### src/rtl/mv_fifo.sv
// mv_fifo: first-word-fall-through FIFO of signed motion-vector pairs {X,Y}.
//
// The head entry is always presented on DATA_OUT_*, together with its split
// into an integer-sample part (INT_*) and fractional-sample part (FRAC_*).
// While the FIFO is empty every data output is forced to zero, so stale
// storage contents never leak out.
//
// Ports
//   CLK            clock, all state changes on rising edge
//   RST_ASYNC_N    asynchronous active-low reset
//   CLEAR          synchronous flush (wins over WRITE_EN / READ_EN)
//   WRITE_EN       push request, DATA_IN_X / DATA_IN_Y are the payload
//   READ_EN        pop request for the head entry (ignored while empty)
//   DATA_OUT_X/Y   head entry, full precision (0 when empty)
//   INT_X/Y        head >>> FRAC_BITS (floor), FRAC_X/Y low FRAC_BITS bits
//   OUT_VALID      head present (== !EMPTY)
//   FULL, EMPTY    occupancy flags, COUNT number of stored entries
//   WR_ERR         one-cycle pulse after a rejected push

// Per-component output stage: masks the head while empty and splits it
// into integer and fractional sample parts.
module mv_fifo_lane #(
  parameter int MV_WIDTH  = 19,
  parameter int FRAC_BITS = 4
) (
  input  logic [MV_WIDTH-1:0]           head,
  input  logic                          valid,
  output logic [MV_WIDTH-1:0]           dout,
  output logic [MV_WIDTH-FRAC_BITS-1:0] int_part,
  output logic [FRAC_BITS-1:0]          frac_part
);

  always_comb begin
    dout = valid ? head : '0;
    // Taking the upper bits of a two's-complement value is an arithmetic
    // shift with floor rounding, so int*2^F + frac reconstructs dout exactly.
    int_part  = dout[MV_WIDTH-1:FRAC_BITS];
    frac_part = dout[FRAC_BITS-1:0];
  end

endmodule

module mv_fifo #(
  parameter int MV_WIDTH  = 19,
  parameter int DEPTH     = 4,
  parameter int FRAC_BITS = 4
) (
  input  logic                                 CLK,
  input  logic                                 RST_ASYNC_N,
  input  logic                                 CLEAR,
  input  logic                                 WRITE_EN,
  input  logic signed [MV_WIDTH-1:0]           DATA_IN_X,
  input  logic signed [MV_WIDTH-1:0]           DATA_IN_Y,
  input  logic                                 READ_EN,
  output logic signed [MV_WIDTH-1:0]           DATA_OUT_X,
  output logic signed [MV_WIDTH-1:0]           DATA_OUT_Y,
  output logic signed [MV_WIDTH-FRAC_BITS-1:0] INT_X,
  output logic signed [MV_WIDTH-FRAC_BITS-1:0] INT_Y,
  output logic [FRAC_BITS-1:0]                 FRAC_X,
  output logic [FRAC_BITS-1:0]                 FRAC_Y,
  output logic                                 OUT_VALID,
  output logic                                 FULL,
  output logic                                 EMPTY,
  output logic [$clog2(DEPTH+1)-1:0]           COUNT,
  output logic                                 WR_ERR
);

  localparam int NUM_LANES = 2;                 // lane 0 = X, lane 1 = Y
  localparam int AW        = $clog2(DEPTH);
  localparam int CW        = $clog2(DEPTH+1);
  localparam logic [CW-1:0] DEPTH_C = CW'(DEPTH);

  // Storage is deliberately not reset; the empty mask hides it.
  logic [DEPTH-1:0][NUM_LANES-1:0][MV_WIDTH-1:0] mem_q;

  logic [AW-1:0] wr_ptr_q, wr_ptr_d;
  logic [AW-1:0] rd_ptr_q, rd_ptr_d;
  logic [CW-1:0] count_q,  count_d;
  logic          wr_err_q, wr_err_d;

  logic empty, full, pop_acc, push_acc;
  logic [NUM_LANES-1:0][MV_WIDTH-1:0]           lane_in;
  logic [NUM_LANES-1:0][MV_WIDTH-1:0]           lane_head;
  logic [NUM_LANES-1:0][MV_WIDTH-1:0]           lane_out;
  logic [NUM_LANES-1:0][MV_WIDTH-FRAC_BITS-1:0] lane_int;
  logic [NUM_LANES-1:0][FRAC_BITS-1:0]          lane_frac;

  // Flags derive straight from the count register, so they can never
  // disagree with COUNT in any cycle, including during async reset.
  assign empty = (count_q == '0);
  assign full  = (count_q == DEPTH_C);

  always_comb begin
    // A full FIFO may still accept a push when a pop frees a slot in the
    // same cycle; an empty FIFO never pops, so push+pop while empty is a
    // plain push.
    pop_acc  = READ_EN  && !empty && !CLEAR;
    push_acc = WRITE_EN && (!full || pop_acc) && !CLEAR;
    wr_err_d = WRITE_EN && !push_acc && !CLEAR;

    wr_ptr_d = wr_ptr_q;
    rd_ptr_d = rd_ptr_q;
    count_d  = count_q;

    if (CLEAR) begin
      wr_ptr_d = '0;
      rd_ptr_d = '0;
      count_d  = '0;
    end else begin
      // DEPTH is a power of two, so natural pointer overflow is the wrap.
      if (push_acc) wr_ptr_d = wr_ptr_q + AW'(1);
      if (pop_acc)  rd_ptr_d = rd_ptr_q + AW'(1);
      case ({push_acc, pop_acc})
        2'b10:   count_d = count_q + CW'(1);
        2'b01:   count_d = count_q - CW'(1);
        default: count_d = count_q;
      endcase
    end
  end

  always_ff @(posedge CLK or negedge RST_ASYNC_N) begin
    if (!RST_ASYNC_N) begin
      wr_ptr_q <= '0;
      rd_ptr_q <= '0;
      count_q  <= '0;
      wr_err_q <= 1'b0;
    end else begin
      wr_ptr_q <= wr_ptr_d;
      rd_ptr_q <= rd_ptr_d;
      count_q  <= count_d;
      wr_err_q <= wr_err_d;
    end
  end

  assign lane_in[0] = DATA_IN_X;
  assign lane_in[1] = DATA_IN_Y;

  always_ff @(posedge CLK) begin
    if (push_acc) mem_q[wr_ptr_q] <= lane_in;
  end

  assign lane_head = mem_q[rd_ptr_q];

  genvar l;
  generate
    for (l = 0; l < NUM_LANES; l++) begin : g_lane
      mv_fifo_lane #(
        .MV_WIDTH  (MV_WIDTH),
        .FRAC_BITS (FRAC_BITS)
      ) u_lane (
        .head      (lane_head[l]),
        .valid     (!empty),
        .dout      (lane_out[l]),
        .int_part  (lane_int[l]),
        .frac_part (lane_frac[l])
      );
    end
  endgenerate

  assign DATA_OUT_X = lane_out[0];
  assign DATA_OUT_Y = lane_out[1];
  assign INT_X      = lane_int[0];
  assign INT_Y      = lane_int[1];
  assign FRAC_X     = lane_frac[0];
  assign FRAC_Y     = lane_frac[1];
  assign OUT_VALID  = !empty;
  assign EMPTY      = empty;
  assign FULL       = full;
  assign COUNT      = count_q;
  assign WR_ERR     = wr_err_q;

endmodule

### config.mk
export PLATFORM = sky130hd
export DESIGN_NAME = mv_fifo
export DESIGN_NICKNAME = d
export VERILOG_FILES = /design/src/rtl/mv_fifo.sv
export SDC_FILE = /design/constraint.sdc
export NUM_CORES = 1
export LEC_CHECK = 0
export ABC_AREA = 1
export CORE_ASPECT_RATIO = 0.7
export CORE_MARGIN = 2
export CORE_UTILIZATION = 55
export DETAILED_ROUTE_END_ITERATION = 6
export PLACE_DENSITY = 0.94
export SYNTH_ARGS = -nofsm -noshare
export SYNTH_HDL_FRONTEND = slang
export SYNTH_HIERARCHICAL = 1
export SYNTH_SLANG_ARGS = --single-unit
### constraint.sdc
create_clock -name CLK -period 8.2 [get_ports CLK]
set_input_delay 1.23 -clock CLK [delete_from_list [all_inputs] [get_ports CLK]]
set_output_delay 1.23 -clock CLK [all_outputs]
set_load 0.01 [all_outputs]
==> results.py <==
metrics = {
    "placed_design": {
        "gp_congestion": 0.8023,
        "portBuffers": 125,
        "hpwl_mm": 8.429,
    },
    "detailed_routing": {
        "num_vias": 4516,
        "dr.first_iter.drc_count": 481,
        "avgRoutedWirePerCell_um": 17.84,
        "via_per_inst": 5.562,
        "ant_nets": 0,
        "drc": 0,
        "drt-total-wl_mm": 14.49,
        "dr.pass1.iters": 5,
    },
    "clock_network": {
        "cts_post_setup_buffers_inserted": 0,
        "clk_transition_reported_paths_ns": 0.06,
        "clock_latency_ns": 0.41,
        "cts_tree": "yes",
        "cts_resized": 0,
        "cts_hold_buf": 0,
        "clockBufferDepth": 2,
        "cts_root_buffer": "clkbuf_16",
        "htreeDepth": 4,
        "cts_buffers": 17,
        "clkSinkCount": 160,
    },
    "sta": {
        "slew_headroom_pct": 16.71,
        "drv_slew": 0,
        "tightest_slew_ns": 1.246,
        "setup_viol": 0,
        "fin_skew_ns": 0.006265,
        "fin_crit_ns": 4.680,
        "rsz0062_at_grt": "false",
        "fmax_mhz": 213.7,
        "setup-tns-final_ns": 0,
        "post-route-period-util_pct": 57.08,
        "finalHoldViolCount": 0,
    },
    "setup_path": {
        "cp-start-kind": "register",
        "path_max_fanout": 78,
        "worstSetupEndpointType": "output pin",
        "critPathKind": "reg -> out",
        "worstPathArrival_ns": 3.45,
        "worstPathRequired_ns": 6.97,
    },
    "yosys": {
        "synthDominantCellAreaShare_pct": 67.08,
        "synth-adder-area-share_pct": 1.030,
        "netlist_area_um2": 6804,
        "yosysTopAreaCell": "edfxtp_1",
        "synth_top_family_by_area": "buffers and inverters",
        "synth.mux.area_fraction_pct": 0,
        "synth_xor_area_share_pct": 0,
        "yosys_warnings": 6,
        "ys_ff_latch": 160,
        "synth_compound_area_share_pct": 9.709,
        "syn_inst": 561,
        "syn_avg_cell_area_um2": 12.13,
        "synth_area_leaders": "edfxtp_1 67%, o21ai_0 5.0%, buf_4 4.6%",
        "synth_commonest_cells": "152 x edfxtp_1, 81 x nor2_1, 68 x o21ai_0, 53 x inv_1, 53 x nand2_1",
        "synth_seq_area_share_pct": 70.03,
        "synth.most_common_cell": "edfxtp_1",
        "synth_simple_gate_area_share_pct": 9.231,
        "synth_cell_type_count": 26,
        "syn_nets": 609,
        "async_flop_share_pct": 5.000,
        "synth_edf_count": 152,
        "synth_flop_cell": "edfxtp_1",
    },
    "finish": {
        "multiInputGateArea_um2": 1389,
        "seqCellArea_um2": 4766,
        "nNetsFinal": 690,
        "synthToLayoutAreaGrowth_pct": 24.07,
        "post_route_cells_drive_above_1_share_pct": 7.481,
        "antenna_cells": 0,
        "fin_util_pct": 70.99,
        "fillers": 767,
    },
    "power": {
        "internal_power_w": 0.001931,
        "p_seq_share_pct": 34.2,
        "power_frac_comb_pct": 37.9,
        "power.leakage_nw": 3.163,
        "switchingPower_w": 0.0008918,
        "power.density_nw_per_um2": 334.4,
        "ir_drop_mv": 0.2206,
        "clkPwrFrac_pct": 27.9,
        "sw_frac_of_total_pct": 31.59,
    },
    "global_routing": {
        "antenna_found_initial": 0,
        "grt_pass1_wl_mm": 22.82,
        "gr-total-overflow": 0,
        "grt_max_degree": 79,
        "grt_pass1_vias": 4595,
        "grtUsageTotal_pct": 22.70,
    },
    "floorplanning": {
        "core_um2": 11890,
        "start_util_pct": 57.22,
        "rows": 33,
        "dieArea_um2": 13290,
        "die_x_um": 136.9,
        "ios": 126,
        "die_h_um": 97.06,
    },
    "job": {
        "maxCapViolations": 0,
    },
    "run_status": {
        "outcome": "finished clean",
    },
    "hold_path": {
        "hp-class": "reg -> reg",
    },
}
==> sequential cells by signal, summed over array words and instances (netlist names) <==
signal and cells:
rd_ptr_q 2, WR_ERR 1, mem_q 152, COUNT 3
wr_ptr_q 2
==> critical path, cell delays in order, from the launching register on <==
cell	delay (ns)
dfrtp_2	0.39
buf_4	0.36
inv_2	0.98
o21ai_0	0.28
o22ai_1	0.22
nand2_1	0.11
inv_1	0.12
clkdlybuf4s50_1	0.55
==> metal layers <==
layer / part of all wire [%] / up-vias / global-route usage (%)
met2: 49 / 251 / 37.43
met4: 2.2 / 0 / 8.485
met1: 40 / 2157 / 28.73
met3: 8.7 / 34 / 6.260
met5: 0 / - / 0
li1: - / 2074 / -
==> per-stage QoR <==
step	total power (W)	instances	worst slack, ns	instance area (um^2)	hold slack, ns
after floorplan	0.001661	561	4.543	6804	0.5189
after global placement	0.002021	780	4.204	7846	0.5405
after detailed placement	0.002048	780	4.067	7846	0.5682
after CTS	0.002841	812	3.545	8442	0.5890
after global routing	0.002961	812	3.275	8442	0.6194
final	0.002823	812	3.520	8442	0.5948
==> path summary, 6_finish.rpt <==
check,from,end,slack [ns],cells after the start
max in group asynchronous,RST_ASYNC_N,rd_ptr_q[0],6.78,1
worst max register to register,COUNT[2],mem_q[101],5.25,6
worst min register to register,wr_ptr_q[0],wr_ptr_q[0],0.59,2
worst max-delay path,rd_ptr_q[0],DATA_OUT_X[6],3.52,7
worst min-delay path,wr_ptr_q[0],wr_ptr_q[0],0.59,2
min in group asynchronous,RST_ASYNC_N,COUNT[2],1.11,1
==> area by class of cell <==
class / instances / share of cell area (%)
multi-input combinational: 277 / 16.45
inverter: 57 / 2.534
tap: 157 / 2.327
timing repair buffer: 129 / 15.18
clock inverter: 14 / 1.971
clock buffer: 18 / 5.084
sequential: 160 / 56.45
==> logic make-up (layout without fill, tap and decap cells) <==
family / after synthesis / in the layout
flops: 160 / 160
simple gates: 152 / 152
buf+inv: 124 / 218
compound gates: 120 / 120
fa+ha+maj: 5 / 5
==> layout by cell type, fill, tap and decap left out, drive strengths merged <==
master,synthesis,routed
clkinv,1,7
inv,56,57
nor2,82,82
o21ai,78,78
ha,4,4
bufinv,0,3
clkinvlp,0,4
nand3,6,6
edfxtp,152,152
buf,54,4
a21oi,3,3
clkbuf,13,18
a31oi,1,1
o22ai,38,38
nand4,5,5
fa,1,1
dfrtp,8,8
clkdlybuf4s50,0,125
nand2,59,59
==> power by group through the flow <==
stage	clock network [W]	logic [W]	registers [W]
detailed placement	0	0.00107	0.000982
CTS	0.000798	0.00108	0.000965
global route	0.000833	0.00116	0.000969
global placement	0	0.00104	0.000978
floorplan	0	0.000678	0.000983
finish	0.000788	0.00107	0.000966
Power figures use the tool's default switching activity.
